## src/rtl/pwm_dead_time.sv

```systemverilog
// pwm_dead_time: complementary high/low gate drive with a programmable dead band.
// Optional latched fault shutdown is compiled in with `define PWM_DT_FAULT_EN.
module pwm_dead_time #(
   parameter int DT_WIDTH = 8
) (
   input  logic                clk_i,
   input  logic                reset_i,
   input  logic                enable_ni,
   input  logic                pwm_i,
   input  logic [DT_WIDTH-1:0] dead_time_i,
`ifdef PWM_DT_FAULT_EN
   input  logic                fault_i,
   input  logic                fault_clr_i,
   output logic                fault_o,
`endif
   output logic                high_o,
   output logic                low_o,
   output logic                busy_o
);

   localparam logic [2:0] S_OFF     = 3'd0;
   localparam logic [2:0] S_LOW_ON  = 3'd1;
   localparam logic [2:0] S_DEAD_LH = 3'd2;
   localparam logic [2:0] S_HIGH_ON = 3'd3;
   localparam logic [2:0] S_DEAD_HL = 3'd4;

   logic [2:0]          r_state;
   logic [2:0]          w_state_nxt;
   logic [DT_WIDTH-1:0] r_cnt;
   logic [DT_WIDTH-1:0] w_cnt_nxt;
   logic [DT_WIDTH-1:0] w_dt_m1;
   logic                w_dt_zero;
   logic                w_halt;
   logic                r_high;
   logic                r_low;
   logic                r_busy;

   assign w_dt_zero = (dead_time_i == {DT_WIDTH{1'b0}});
   assign w_dt_m1   = dead_time_i - DT_WIDTH'(1);

`ifdef PWM_DT_FAULT_EN
   logic r_fault;

   // Fault flag: set wins over clear, clear only acts without a fault request.
   always_ff @(posedge clk_i) begin
      if (reset_i) begin
         r_fault <= 1'b0;
      end else if (fault_i) begin
         r_fault <= 1'b1;
      end else if (fault_clr_i) begin
         r_fault <= 1'b0;
      end else begin
         r_fault <= r_fault;
      end
   end

   assign w_halt  = fault_i | r_fault;
   assign fault_o = r_fault;
`else
   assign w_halt  = 1'b0;
`endif

   // Next-state and dead-band counter; aborts only fall back to the side last on.
   always_comb begin
      w_state_nxt = r_state;
      w_cnt_nxt   = r_cnt;
      if (w_halt || enable_ni) begin
         w_state_nxt = S_OFF;
      end else begin
         case (r_state)
            S_OFF: begin
               if (w_dt_zero) begin
                  w_state_nxt = pwm_i ? S_HIGH_ON : S_LOW_ON;
               end else begin
                  w_state_nxt = pwm_i ? S_DEAD_LH : S_DEAD_HL;
                  w_cnt_nxt   = w_dt_m1;
               end
            end
            S_LOW_ON: begin
               if (pwm_i && w_dt_zero) begin
                  w_state_nxt = S_HIGH_ON;
               end else if (pwm_i) begin
                  w_state_nxt = S_DEAD_LH;
                  w_cnt_nxt   = w_dt_m1;
               end else begin
                  w_state_nxt = S_LOW_ON;
               end
            end
            S_HIGH_ON: begin
               if (!pwm_i && w_dt_zero) begin
                  w_state_nxt = S_LOW_ON;
               end else if (!pwm_i) begin
                  w_state_nxt = S_DEAD_HL;
                  w_cnt_nxt   = w_dt_m1;
               end else begin
                  w_state_nxt = S_HIGH_ON;
               end
            end
            S_DEAD_LH: begin
               if (!pwm_i) begin
                  w_state_nxt = S_LOW_ON;
               end else if (r_cnt == {DT_WIDTH{1'b0}}) begin
                  w_state_nxt = S_HIGH_ON;
               end else begin
                  w_cnt_nxt   = r_cnt - DT_WIDTH'(1);
               end
            end
            S_DEAD_HL: begin
               if (pwm_i) begin
                  w_state_nxt = S_HIGH_ON;
               end else if (r_cnt == {DT_WIDTH{1'b0}}) begin
                  w_state_nxt = S_LOW_ON;
               end else begin
                  w_cnt_nxt   = r_cnt - DT_WIDTH'(1);
               end
            end
            default: begin
               w_state_nxt = S_OFF;
            end
         endcase
      end
   end

   // State, counter and gate outputs; outputs are decoded from the next state
   // so they are flops yet still track the state register cycle for cycle.
   always_ff @(posedge clk_i) begin
      if (reset_i) begin
         r_state <= S_OFF;
         r_cnt   <= {DT_WIDTH{1'b0}};
         r_high  <= 1'b0;
         r_low   <= 1'b0;
         r_busy  <= 1'b0;
      end else begin
         r_state <= w_state_nxt;
         r_cnt   <= w_cnt_nxt;
         r_high  <= (w_state_nxt == S_HIGH_ON);
         r_low   <= (w_state_nxt == S_LOW_ON);
         r_busy  <= (w_state_nxt == S_DEAD_LH) || (w_state_nxt == S_DEAD_HL);
      end
   end

   assign high_o = r_high;
   assign low_o  = r_low;
   assign busy_o = r_busy;

endmodule

```

## config.mk

```make
export PLATFORM = sky130hd
export DESIGN_NAME = pwm_dead_time
export DESIGN_NICKNAME = d
export VERILOG_FILES = /design/src/rtl/pwm_dead_time.sv
export SDC_FILE = /design/constraint.sdc
export NUM_CORES = 1
export LEC_CHECK = 0
export ABC_AREA = 1
export BUFFER_PORTS_ARGS = -buffer_cell sky130_fd_sc_hd__buf_2
export CORE_MARGIN = 1.5
export CORE_UTILIZATION = 40
export DETAILED_ROUTE_END_ITERATION = 10
export GPL_ROUTABILITY_DRIVEN = 0
export GPL_TIMING_DRIVEN = 0
export HOLD_SLACK_MARGIN = 0.02
export PLACE_DENSITY_LB_ADDON = 0.2
export SLEW_MARGIN = 20
export SYNTH_ARGS = -nofsm -noshare
export SYNTH_HDL_FRONTEND = slang
export SYNTH_SLANG_ARGS = --single-unit
export TNS_END_PERCENT = 20
```

## constraint.sdc

```tcl
create_clock -name clk_i -period 2.3 [get_ports clk_i]
set_input_delay 0.345 -clock clk_i [delete_from_list [all_inputs] [get_ports clk_i]]
set_output_delay 0.345 -clock clk_i [all_outputs]
set_load 0.02 [all_outputs]
```

## Yosys cells after proc, flatten, opt, wreduce, memory -nomap -nowiden

Cells that the tools add are included.

- Flip-flop bits (word level): 14
- Latch bits: 0
- Memory bits (writable): 0
- Memory bits (read-only): 0
- Input port bits: 12
- Output and inout bits: 3
- Word-level logic and storage cells: 54
- Memories kept: 0

- Add/sub/neg operators: 2
- $mul: 0
- Divide/modulo/power cells: 0
- Magnitude comparators: 0
- Eq/ne operators: 15
- Shift-type cells: 0
- Multiplexer cells: 22
- Bitwise logic cells: 1
- Reduce and logical (&&, ||, !) cells: 9

Operator list:

| cell | number |
|---|---|
| two-way mux 8 bit | 8 |
| case mux 8 bit (5 select lines) | 1 |
| two-way mux 3 bit | 9 |
| zero test 8 bit | 2 |
| subtractor 8 x 1 -> 8 bit (second input constant) | 2 |
| case mux 3 bit (5 select lines) | 1 |
| inequality test 2 bit (second input constant) | 7 |
| == test 3 x 2 -> 1 bit (second input constant) | 4 |
| AND reduction 9 bit | 1 |
| == test 3 x 1 -> 1 bit (second input constant) | 2 |
| == test 3 bit (second input constant) | 2 |
| two-way mux 2 bit | 3 |
| nonzero test 5 bit | 1 |
| zero test 3 bit | 1 |
| logical AND 1 bit | 2 |
| zero test 1 bit | 1 |
| logical OR 1 bit | 1 |
| NOT 1 bit | 1 |

## Longest topological paths before layout

Gate-level depths: netlist of run 1.

- Word-level depth: 7
- Mapped depth: 14
- Gate-level depth less buffers: 14

## Worst setup path before layout of run 1

OpenSTA, ideal clock, no wires.

- Path type: register to register
- From: register r_state[1]
- To: register r_cnt[6]
- Setup time: 0.117 ns
- Arrival time: 1.573 ns
- Data required time: 2.183 ns
- Path slack: 0.610 ns
- Stages on the path, launching flop included: 15
- Path buffers: 1
- Clock period less this slack: 1.690 ns
- Cell sequence: dfxtp_1 nor2_2 nand2_2 nand2_4 buf_6 nand2_1 nand2_2 ha_1 inv_1 nor2_1 nand3_1 nand2_1 inv_1 nor2_1 nor2_1

- Longest elaborated chain between the ends: 3
- Elaborated cells between the ends (all ways): 15
- Those cells by class: eq/ne: 11; mux: 1; reduce/logical: 3

Ends and longest elaborated chain:

| item | RTL line | text |
|---|---|---|
| start: declaration | 27 | `logic [2:0] r_state;` |
| start signal: assignment | 134 | `r_state <= w_state_nxt;` |
| == test 3 bit (tied with other cells) | 70 | `case (r_state)` |
| nonzero test 5 bit (no source line) / inequality test 2 bit (equally long branches) | n/a |  |
| AND reduction 9 bit (no source line) | n/a |  |
| end signal: assignment | 129 | `r_cnt <= {DT_WIDTH{1'b0}};` |
| end signal: assignment | 135 | `r_cnt <= w_cnt_nxt;` |
| end: declaration | 29 | `logic [DT_WIDTH-1:0] r_cnt;` |

Several ways; a longest one is shown, not always the timed one.
A chain may end at the register's enable or synchronous reset.

## Worst setup path after layout of run 1

Same ends and word-level chain as after synthesis.

==> results of run 1 <==
## worst max-delay path, stage by stage, from the launching register on
cell,delay (ns)
sky130_fd_sc_hd__dfxtp_1,0.37
sky130_fd_sc_hd__nor2_2,0.16
sky130_fd_sc_hd__nand2_2,0.12
sky130_fd_sc_hd__nand2_4,0.12
sky130_fd_sc_hd__buf_6,0.14
sky130_fd_sc_hd__nand2_1,0.07
sky130_fd_sc_hd__nand2_2,0.08
sky130_fd_sc_hd__ha_1,0.19
sky130_fd_sc_hd__inv_1,0.05
sky130_fd_sc_hd__nor2_1,0.20
sky130_fd_sc_hd__nand3_1,0.10
sky130_fd_sc_hd__nand2_1,0.07
sky130_fd_sc_hd__inv_1,0.04
sky130_fd_sc_hd__nor2_1,0.07
sky130_fd_sc_hd__nor2_1,0.04
## layout by cell type, fill, tap and decap left out, drive strengths merged
cell type | Yosys | layout
a21oi | 8 | 8
buf | 1 | 15
clkbuf | 0 | 3
dfxtp | 14 | 14
ha | 1 | 1
inv | 27 | 27
nand2 | 56 | 56
nand3 | 18 | 18
nand3b | 1 | 1
nor2 | 28 | 28
nor3 | 4 | 4
o21ai | 7 | 7
o21bai | 2 | 2
o22ai | 1 | 1
## per-layer routing
metal / up-vias / wire, um / share of wire (%)
li1: 560 / - / -
met4: 0 / 13 / 0.60
met2: 14 / 903 / 42
met1: 405 / 1170 / 54
met5: - / 0 / 0
met3: 2 / 81 / 3.7
## worst max-delay path by stage
| stage | depth (start not counted) | to | start |
|---|---|---|---|
| CTS | 14 | r_cnt[6] | r_state[1] |
| detailed placement | 14 | r_cnt[6] | r_state[1] |
| finish | 14 | r_cnt[6] | r_state[1] |
| floorplan | 14 | r_cnt[6] | r_state[1] |
| global route | 14 | r_cnt[6] | r_state[0] |
| global placement | 14 | r_cnt[6] | r_state[1] |
## power groups by stage
stage                     combinational (uW)  sequential, uW  clock, uW
final                                    182             275        129
after global routing                     211             277        147
after CTS                                183             274        134
after detailed placement                 182             280          0
after global placement                   181             279          0
after floorplan                          138             279          0
## metrics by stage
stage	worst slack, ns	std cells	total power, uW	hold WS [ns]	instance area [um^2]
2_1_floorplan	0.610	168	417	0.414	1000
3_3_place_gp	0.394	210	460	0.490	1110
3_5_place_dp	0.373	210	462	0.489	1110
4_1_cts	0.372	213	591	0.319	1130
5_1_grt	0.160	213	634	0.315	1130
6_report	0.387	213	586	0.328	1130
## sequential cells by signal (all words and copies together), names as in the netlist
name and cells:
busy_o 1, high_o 1, low_o 1, r_cnt 8, r_state 3
## cell type report
cell class,count,area [um^2]
tap,28,35.0
buffer,1,11.3
multi-input combinational,126,608
sequential,14,280
clock buffer,3,22.5
timing repair buffer,14,70.1
inverter,27,101
fill,256,1170
## cells by family after synthesis
logic type,synth area share (%)
and+or+nand+nor,48.4
buffers and inverters,11.2
AOI/OAI and AO/OA,11.1
DFF,28.0
adders and majority gates,1.25
==> results.txt, run 1 <==
- The final hold violation count was 0.
* Detailed-router iteration count before antenna repair: 4
- The internal power of the cells totals 388 uW.
* Max VDD drop: 0.000351 V
- The number of global-route vias before repair was approximately 890.
* Number of diodes added for antenna fixing: 0
* GR met3 Demand/Resource: ~3.1%
- Register clock-pin slew on the reported worst setup and hold paths: approximately 0.08 ns
* Global routing usage summed across all routing layers: a little under a fifth
* Core Region: 2300 um^2
- Minimum period implied by the final worst setup slack: approximately 1.9 ns
- CTS built an H-tree with a depth of 1.
- Avg Vias per Cell: between 4 and 5
* Number of nets with antenna violations after detailed routing: 0
- The tree is rooted in a sky130_fd_sc_hd__clkbuf_4.
- The number of max-slew violations in the final report is 0.
- Per report_power, the combinational group accounts for 31.1% of the total.
- Fraction of final layout cells sized beyond drive strength 1: ~18%
- Cells fill between 40% and 50% of the core in the end.
* Antenna violations before repair: 0
- Cell type contributing the most total cell area after synthesis: sky130_fd_sc_hd__dfxtp_1
- Ratio of total power to cell area: approximately 520 nW/um^2
* Overall die area: around 2800 um^2
* Part of the total power dissipated in sequential elements: a little under half
- After synthesis, flip-flops and latches occupy 28.0% of the total area.
- Entering global routing, the biggest net connects 11 pins.
* Worst-case hold path end point: r_cnt[0]
- RSZ-0062 raised after global routing: false
- Sw Ratio: approximately a third
- In this run, synthesis inferred 0 flip-flops with an integrated enable.
- After detailed routing, the average wire length per cell comes to between 10 and 15 um.
- After synthesis, the netlist uses 22 different library cells.
- The number of nets handed over by synthesis was 181.
* Clock latency reported for the late side of the worst-skew pair: 0.27 ns
- Number of rows in the core area: 17
* Type of the tightest min-delay check: in2reg
* Max Cap Viol: 0
- The clock net in this run drives a total of 14 sinks.
- Portion of the clock cycle consumed by the worst path in the final layout: 83.2%
- For this block, the initial DRC count from the detailed router was 30.
- Chip Height: ~53 um
* Number of gates given a new drive strength after cts: 0
* Hold Crit Start: reset_i
- From left edge to right edge, the die measures ~53 um.
* Starting utilization of the core area: roughly 44%
* Syn Area/Cell: between 5 and 6 um^2
- The worst setup path is captured at a flop.
- Global routing consumed, on the met2 layer, ~29% of the routing resources.
- Of the total power, the clock network draws 22.1%.
* Slew of the pin with the lowest slew margin: around 0.46 ns
* Layer with the highest usage after global routing: met2
- Routed via count: approximately 980
- The synthesized design contains 14 register bits.
- From synthesis to final layout, the design area changed by 12.7%.
- Clock skew on the completed layout was measured at around 0.0048 ns.
* Run status: finished clean
* Number of warning messages in the yosys log: 0
* Count of pins on the block boundary: 15
- The synthesized netlist occupies a cell area of 1000 um^2.
* Routed Wire Length: approximately 2.2 mm
* Wire length of the first global-routing pass: 3.82 mm
- Summed over all nets, the half-perimeter wirelength after detailed placement is about 1.8 mm.
* Largest cells by area after synthesis: sky130_fd_sc_hd__dfxtp_1, sky130_fd_sc_hd__nand2_1, sky130_fd_sc_hd__inv_1
- Total grt overflow: 0
- Most used standard cell by instance count after synthesis: sky130_fd_sc_hd__nand2_1
* Reg2reg start: r_state[1]
* DRC Markers: 0
- Static timing analysis puts the maximum clock frequency at 523 MHz.
* Most instantiated cells after synthesis: sky130_fd_sc_hd__nand2_1, sky130_fd_sc_hd__inv_1, sky130_fd_sc_hd__nor2_1
- Count of cells along the worst register-to-register path: 14
* Share of flip-flops with an asynchronous set or reset after synthesis: 0%
- Final net count: 200
- In the synthesized netlist the dominant register cell turns out to be sky130_fd_sc_hd__dfxtp_1.
- Endpoint of the worst register-to-register path: r_cnt[6]
- Tightest slew margin relative to the limit: a little over two thirds
- For flop-to-flop paths, the worst setup slack is roughly 0.39 ns.
- Category of the most critical setup path: reg2reg
* Setup repair bufs after CTS: 0
- For the final routed database, the setup TNS stands at 0 ns.
- For met1 alone, demand over resource in global routing was 25.9%.
* Clock tree from TritonCTS: done
- Number of buffers created by CTS: 3
- During placement, the flow inserted port buffers numbering 14.
* Share of Yosys cell area claimed by the top area cell type: between 20 and 30%
- Worst hold stages: 2
- Number of cells produced by synthesis: approximately 170
- Startpoint type of the worst setup path: flop
- CTS Buffer Depth: 2
- Buffers inserted to repair hold after CTS numbered 0.
- Worst EP required: approximately 2.5 ns
* Largest fanout on the critical path: 10
* Leak: slightly above 0.0006 uW
- Data arrival, critical path: 2.08 ns
* Sw power: a little under 200 uW
- # setup viols final: 0
(Power assumes the default switching activity.)
==> run 2, diff against run 1 <==
Settings changed: ABC_AREA 1 to 0.
Clock period 2.3 ns to 1.7 ns, I/O delays scaled along.
==> run 2 against run 1 <==
Net effect: the flow now finishes with violations (setup timing); clock skew decreased by 0.0014 ns; sequential share of layout area decreased by 3.8 points; via count increased by 18%; clock-buffer cell count increased by 1; sequential cell count unchanged; combinational power increased by 81%; critical path type unchanged.
==> results.txt, run 2 <==
* Number of rows in the core area: 18
- After detailed routing, the average wire length per cell comes to around 16 um.
- In this run the biggest area consumer among cell types represents about 28% of the synthesized area.
* Share of flip-flops with an asynchronous set or reset after synthesis: 0%
- The worst hold path begins at pwm_i.
- Relative area change from synthesis to final layout: 34.0%
* DRC Markers: 0
- The worst setup path is captured at a flop.
- Syn Area/Cell: roughly 7.8 um^2
- Tightest slew margin relative to the limit: about 70%
* Run status: finished with violations
* Slew of the pin with the lowest slew margin: ~0.44 ns
- The number of max-slew violations in the final report is 0.
* Startpoint of the worst setup timing path: r_state[2]
- Summing all multi-input logic gate instances after layout gives between 700 and 800 um^2.
- Number of buffers created by CTS: 3
- Global routing usage summed across all routing layers: 21.7%
- The share of the Yosys chip area taken by registers is ~28%.
- For this run, the leading register cell type out of synthesis is sky130_fd_sc_hd__dfxtp_1.
- The synthesized netlist occupies a cell area of 1020 um^2.
- Total grt overflow: 0
- In the layout the commonest cells are sky130_fd_sc_hd__buf_2, sky130_fd_sc_hd__dfxtp_1, sky130_fd_sc_hd__nor2_1, sky130_fd_sc_hd__buf_4.
* Synth Area in Compound Gates: between 20% and 30%
- The clock passes through at most 2 buffers.
* Vias in the first global route: 970
- Of the total synthesized cell area, the portion taken by XOR and XNOR cells is under 10%.
- Portion of the clock cycle consumed by the worst path in the final layout: 152%
* Category of the most critical setup path: reg2reg
- 15 I/O pins were placed.
- The startpoint identified for the worst register-to-register timing path is r_state[2].
- Dividing total power by cell area gives a power density of about 700 nW/um^2.
- Of all nets on the critical path, the largest fanout is 4.
- The routed design has 2.92 mm of wire.
- Detail Placement HPWL: 1.97 mm
* Type of the tightest min-delay check: in2reg
- Setup total negative slack on the finished layout was measured at -2.80 ns.
- The synthesized design contains 0 enable-type register cells.
- For the final database, setup skew stands at about 0.0034 ns.
- Counting flops per register, the top entry is r_cnt.
- The checks that failed: setup timing.
- Detailed routing placed a total of about 250 um of wire on met3.
- Across the run, the number of max-cap violations was 0.
* Register clock-pin slew on the reported worst setup and hold paths: roughly 0.090 ns
- Number of cells produced by synthesis: ~130
* Count of final hold-check violations: 0
* Net count after synthesis: 144
- The repair_antennas step left the layout with diodes totalling 0.
- Starting utilization of the core area: 41.9%
- sky130_fd_sc_hd__dfxtp_1 is the most common cell in the netlist.
- Most instantiated cells after synthesis: sky130_fd_sc_hd__dfxtp_1, sky130_fd_sc_hd__nor2_1, sky130_fd_sc_hd__a21oi_1, sky130_fd_sc_hd__nor3_1, sky130_fd_sc_hd__nand2_1
- After synthesis, the share of cell area in mux cells is under 10%.
* Maximum operating frequency: approximately 390 MHz
* Leak: 0.000528 uW
- Routed via count: 1160
- Registers take between 200 and 300 um^2.
- In this run the vertical extent of the chip is 53.5 um.
- Across the VDD grid, the largest voltage drop is roughly 0.00041 V.
- Wire segments on met2 add up to 1.34 mm in the final route.
- Minimum period implied by the final worst setup slack: about 2.6 ns
- The pre-antenna-repair detailed-routing pass consisted of 6 iterations.
- Most common library cell in the layout ignoring fill and taps: sky130_fd_sc_hd__buf_2
- At the later pin of the worst-skew pair, clock insertion delay measures about 0.28 ns.
- Routed signal wires occupy layers up through met4.
* Number of flip-flops and latches in the synthesized netlist: 14
- Input and output buffers added on the ports amount to 13.
* Worst EP required: approximately 1.9 ns
- For this run, the share of the core covered by cells in the final layout is a little under three fifths.
- CTS built an H-tree with a depth of 1.
- The synthesized netlist devotes between 20% and 30% of its cell area to simple gates.
- Number of sinks on the clock net: 14
- Final net count: approximately 170
* Overall die area: around 2900 um^2
- Final instance count without filler cells: 185
- Fraction of final layout cells sized beyond drive strength 1: 36.1%
* Largest cells by area after synthesis: sky130_fd_sc_hd__dfxtp_1, sky130_fd_sc_hd__nor2_1, sky130_fd_sc_hd__a21oi_1
- Main combinational cell family by area after synthesis: compound AO/OA/AOI/OAI gates
- In the final routing, the length of wire on met1 measures between 1 and 1.5 mm.
- Arithmetic-cell share of the synthesized area counting full adders, half adders and majority gates: about 1.2%
* Wire length of the first global-routing pass: 4.55 mm
* Data arrival, critical path: roughly 2.8 ns
- Using the TritonRoute via totals, the vias-per-cell ratio works out to around 6.3.
- After the first detailed-routing iteration, the DRC count stood at between 40 and 50.
- In the final layout, the registers with the most flip-flops are r_cnt x8, r_state x3.
- Clock Tree Root: sky130_fd_sc_hd__clkbuf_4
* Fillers: 223
* Final worst hold slack: approximately 0.21 ns
- Cell type contributing the most total cell area after synthesis: sky130_fd_sc_hd__dfxtp_1
* Number of warning messages in the yosys log: 0
* Die span in x: around 53 um
- # setup viols final: 10
- Once placement completed, the tool counted placed cells totaling 174.
- Clock tree from TritonCTS: done
- Setup repair after global routing could not meet its margin everywhere.
- Unique masters post-synth: 50
- Final WS setup: -0.880 ns
* Antenna violations before repair: 0
* Maximum number of pins on one net before global-route repair: 11
- The register with the most flip-flops in the layout has 8 of them.
- Core Region: 2430 um^2
* Startpoint type of the worst setup path: flop
- Once detail routing completed, the nets flagged for antenna violations numbered 0.
-- run 2: worst paths after layout --
check                                  end  slack [ns]  cells past startpoint
worst min-delay path            r_state[2]        0.21                      2
worst max register to register    r_cnt[6]       -0.88                     11
worst min register to register    r_cnt[7]        0.51                      2
worst max-delay path              r_cnt[6]       -0.88                     11
-- run 2: timing repair --
item                                    CTS  global route
gates cloned                              0             0
endpoints found under the setup margin   11            11
pin swaps                                 8             8
hold buffers                              0             0
setup buffers                             8             1
gates resized for setup                  16             6
-- run 2: through the flow --
step | setup WS (ns) | power (uW) | area [um^2]
floorplan | -0.896 | 583 | 1080
global placement | -1.06 | 652 | 1180
detailed placement | -1.09 | 655 | 1180
CTS | -0.858 | 942 | 1340
global route | -1.04 | 1010 | 1370
finish | -0.880 | 959 | 1370
-- run 2: kinds of logic after synthesis --
kind of cell	Yosys count
buf+inv	13
xor+xnor	3
compound gates	43
mux	4
flops	14
simple gates	53
fa+ha+maj	1
-- run 2: cell type report --
cell class	instances	share of cell area, %
multi-input combinational	104	58.3
sequential	14	21.0
timing repair buffer	22	9.72
buffer	7	4.49
tap	30	2.75
clock buffer	4	2.66
inverter	4	1.10
-- run 2: layer usage --
metal / vias to the layer above / GRT usage (%)
met1: 541 / 32.1
met2: 63 / 31.9
met4: 0 / 5.56
met3: 6 / 3.39
li1: 550 / -
met5: - / 0
-- run 2: worst max-delay path, cell delays in order (launching register included) --
cell and delay [ns]:
sky130_fd_sc_hd__dfxtp_2 0.33, sky130_fd_sc_hd__buf_6 0.12, sky130_fd_sc_hd__xnor2_4 0.12, sky130_fd_sc_hd__or2_4 0.25
sky130_fd_sc_hd__buf_6 0.14, sky130_fd_sc_hd__mux2i_1 0.16, sky130_fd_sc_hd__ha_2 0.22, sky130_fd_sc_hd__or4b_4 0.51
sky130_fd_sc_hd__nor2_4 0.13, sky130_fd_sc_hd__xor2_1 0.14, sky130_fd_sc_hd__a21oi_1 0.08, sky130_fd_sc_hd__o41ai_1 0.28
-- run 2: where the power goes --
group / internal, uW / switching, uW / leakage [uW] / total (uW)
Clock: 130 / 112 / 0.0000210 / 242
Sequential: 351 / 37.2 / 0.000116 / 389
Combinational: 153 / 175 / 0.000390 / 329
Total: 635 / 324 / 0.000528 / 959
==> run 3, diff against run 2 <==
Settings changed: ABC_AREA 0 to 1.
==> run 3 against run 2 <==
Net effect: the run now ends clean; cell area decreased by 2.8%; worst setup slack improved by 0.94 ns; sequential share of layout area is 0.97 points higher; sequential power shrank 4%; clock-buffer cell count shrank 1; total power shrank 9.7%; clock power down 29%; register-to-register slack improved by 0.94 ns; critical endpoint unchanged.
==> results.txt, run 3 (synthesis results as in run 1) <==
- The number of antenna diodes in the final layout is 0.
* Global routing usage summed across all routing layers: between 10% and 20%
- Number of buffers created by CTS: 3
- Setup violations remaining at the end of the flow were counted as 0.
- Data arrival, critical path: between 1.5 and 2 ns
* Total number of H-tree levels: 1
- Worst EP required: 1.86 ns
* Combinational Power Share: ~37%
- In this run the critical register-to-register path is launched from r_state[2].
- Most common library cell in the layout ignoring fill and taps: sky130_fd_sc_hd__nand2_1
- Along the worst path, the maximum fanout reaches 6.
- Worst clock skew: ~0.0033 ns
- The worst setup path is captured at a flop.
- Die span in x: approximately 53 um
- The floorplan step defined a die boundary enclosing between 2000 and 3000 um^2.
- The clock network accounts for 20.0% of the total power.
- Worst Path Buf+Inv: 4
* Number of nets with antenna violations after detailed routing: 0
- Max VDD drop: ~0.00052 V
- Final worst hold slack: ~0.23 ns
* Register clock-pin slew on the reported worst setup and hold paths: 0.08 ns
- Row generation in the floorplan step produced 17 rows.
* Internal power summed over all cells: ~560 uW
- In the finished design, the share of the clock period the worst path needs comes to 96.5%.
- Once the floorplan was initialized, standard cells occupied between 40 and 50% of the core.
- Max FFs per register: 8
* Vias in the first global route: 930
- Sw power: 302 uW
- During I/O placement, the number of pins put on the boundary was 15.
- The largest individual stage delay along the critical path comes from the cell sky130_fd_sc_hd__dfxtp_4.
* Largest stage delay, worst path: approximately 0.38 ns
- Core Region: around 2300 um^2
* Type of the tightest min-delay check: in2reg
* DRC Markers: 0
- In the final routed layout, each cell accounts on average for 11.3 um.
- Startpoint of the worst setup timing path: r_state[2]
- TritonCTS built the clock tree.
- Routed Wire Length: roughly 2.6 mm
- Chip Height: 53.0 um
- For the pin with the worst max-slew slack, the measured transition is about 0.36 ns.
* Count of final max-slew check failures: 0
- Antenna violations before repair: 0
- At the later pin of the worst-skew pair, clock insertion delay measures ~0.26 ns.
- After clock tree synthesis, the flow added hold-fix buffers numbering 0.
* Startpoint type of the worst setup path: flop
- Part of the total power dissipated in sequential elements: a little over two fifths
- Placed cell count: 210
- The first detailed-routing pass took 4 iterations.
- CTS Buffer Depth: 2
- Final instance count without filler cells: between 200 and 250
- Relative area change from synthesis to final layout: 32.6%
* Number of sinks on the clock net: 14
* Kind of cell adding the most delay to the critical path: simple AND/OR/NAND/NOR gates
* Max Cap Viol: 0
- Summing over every cut layer, the via total after detailed routing is 1078.
- The critical path goes through inv_4 -> nand3_4 -> nand2_4 -> buf_6 -> nand2_2 -> nand2_2 -> ha_4 -> inv_2 -> nor2_4 -> nand3_2 -> nand2_1 -> inv_1 -> nor2_1 -> nor2_1.
- In the routed layout, each cell is associated on average with a via count of around 4.8.
* Top register by number of flip-flops: r_cnt
- The largest registers in the layout are r_cnt x8, r_state x3.
- Summed over all nets, the half-perimeter wirelength after detailed placement is between 1.5 and 2 mm.
* Wire length of the first global-routing pass: slightly below 4 mm
- Fraction of final layout cells sized beyond drive strength 1: ~32%
* Leak: 0.000687 uW
- The run finished with clean final reports.
- Sw Ratio: a little over a third
- Category of the most critical setup path: reg2reg
- Drt initial violations: 23
* Final net count: approximately 210
- Entering global routing, the biggest net connects 10 pins.
- Clock Tree Root: sky130_fd_sc_hd__clkbuf_4
* Post-route total power: approximately 870 uW
- The worst path needs 1.64 ns of the cycle, external delays included.
- RSZ-0062 raised after global routing: true
* Port-buffer cells: 14
* Hold Crit Start: reset_i
- In this run the tightest slew margin relative to its limit is around 76%.
- Commonest cells after routing, fill and taps aside: sky130_fd_sc_hd__nand2_1, sky130_fd_sc_hd__inv_1, sky130_fd_sc_hd__nor2_1, sky130_fd_sc_hd__nand3_1, sky130_fd_sc_hd__buf_2
* Count of final hold-check violations: 0
- In this run the power density over the cells is ~650 nW/um^2.
* Maximum operating frequency: slightly above 600 MHz
- For this run the aggregate overflow at the end of global routing stands at 0.
run 3: path summary, 6_finish.rpt:
kind	slack, ns	depth (start not counted)	endpoint
max	0.06	14	r_cnt[6]
min	0.23	2	r_state[2]
max reg2reg	0.06	14	r_cnt[6]
min reg2reg	0.51	2	r_cnt[0]
run 3: layer usage:
layer	global-route usage (%)	up-vias	part of all wire [%]
met3	3.11	4	3.6
met5	0	-	0
met1	26.4	472	49
met4	5.13	0	0.82
li1	-	587	-
met2	30.2	15	46
run 3: area by class of cell:
class,count,area [um^2]
fillers,236,970
multi-input cells,126,693
flip-flops and latches,14,292
repair buffers,26,168
inverters,27,106
well taps,28,35.0
clock buffers,3,22.5
plain buffers,1,11.3
run 3: power groups by stage:
stage | clock (uW) | sequential (uW) | combinational [uW]
3_5_place_dp | 0 | 379 | 246
6_report | 173 | 372 | 321
4_1_cts | 181 | 371 | 262
3_3_place_gp | 0 | 378 | 245
5_1_grt | 198 | 374 | 364
2_1_floorplan | 0 | 377 | 187
run 3: metrics by stage:
step	worst slack [ns]	setup TNS (ns)	instance area [um^2]	util (%)
after floorplan	0.00961	0	1000	-
after global placement	-0.206	-0.383	1110	48.1
after detailed placement	-0.227	-0.456	1110	48.1
after CTS	0.0104	0	1180	51.6
after global routing	-0.0770	-0.111	1330	57.8
final	0.0603	0	1330	57.8
run 3: what timing repair did:
item / in CTS / in global routing
buffers inserted: 4 / 8
resized for setup: 10 / 25
pin swaps: 2 / 14
endpoints found under the setup margin: 3 / 8
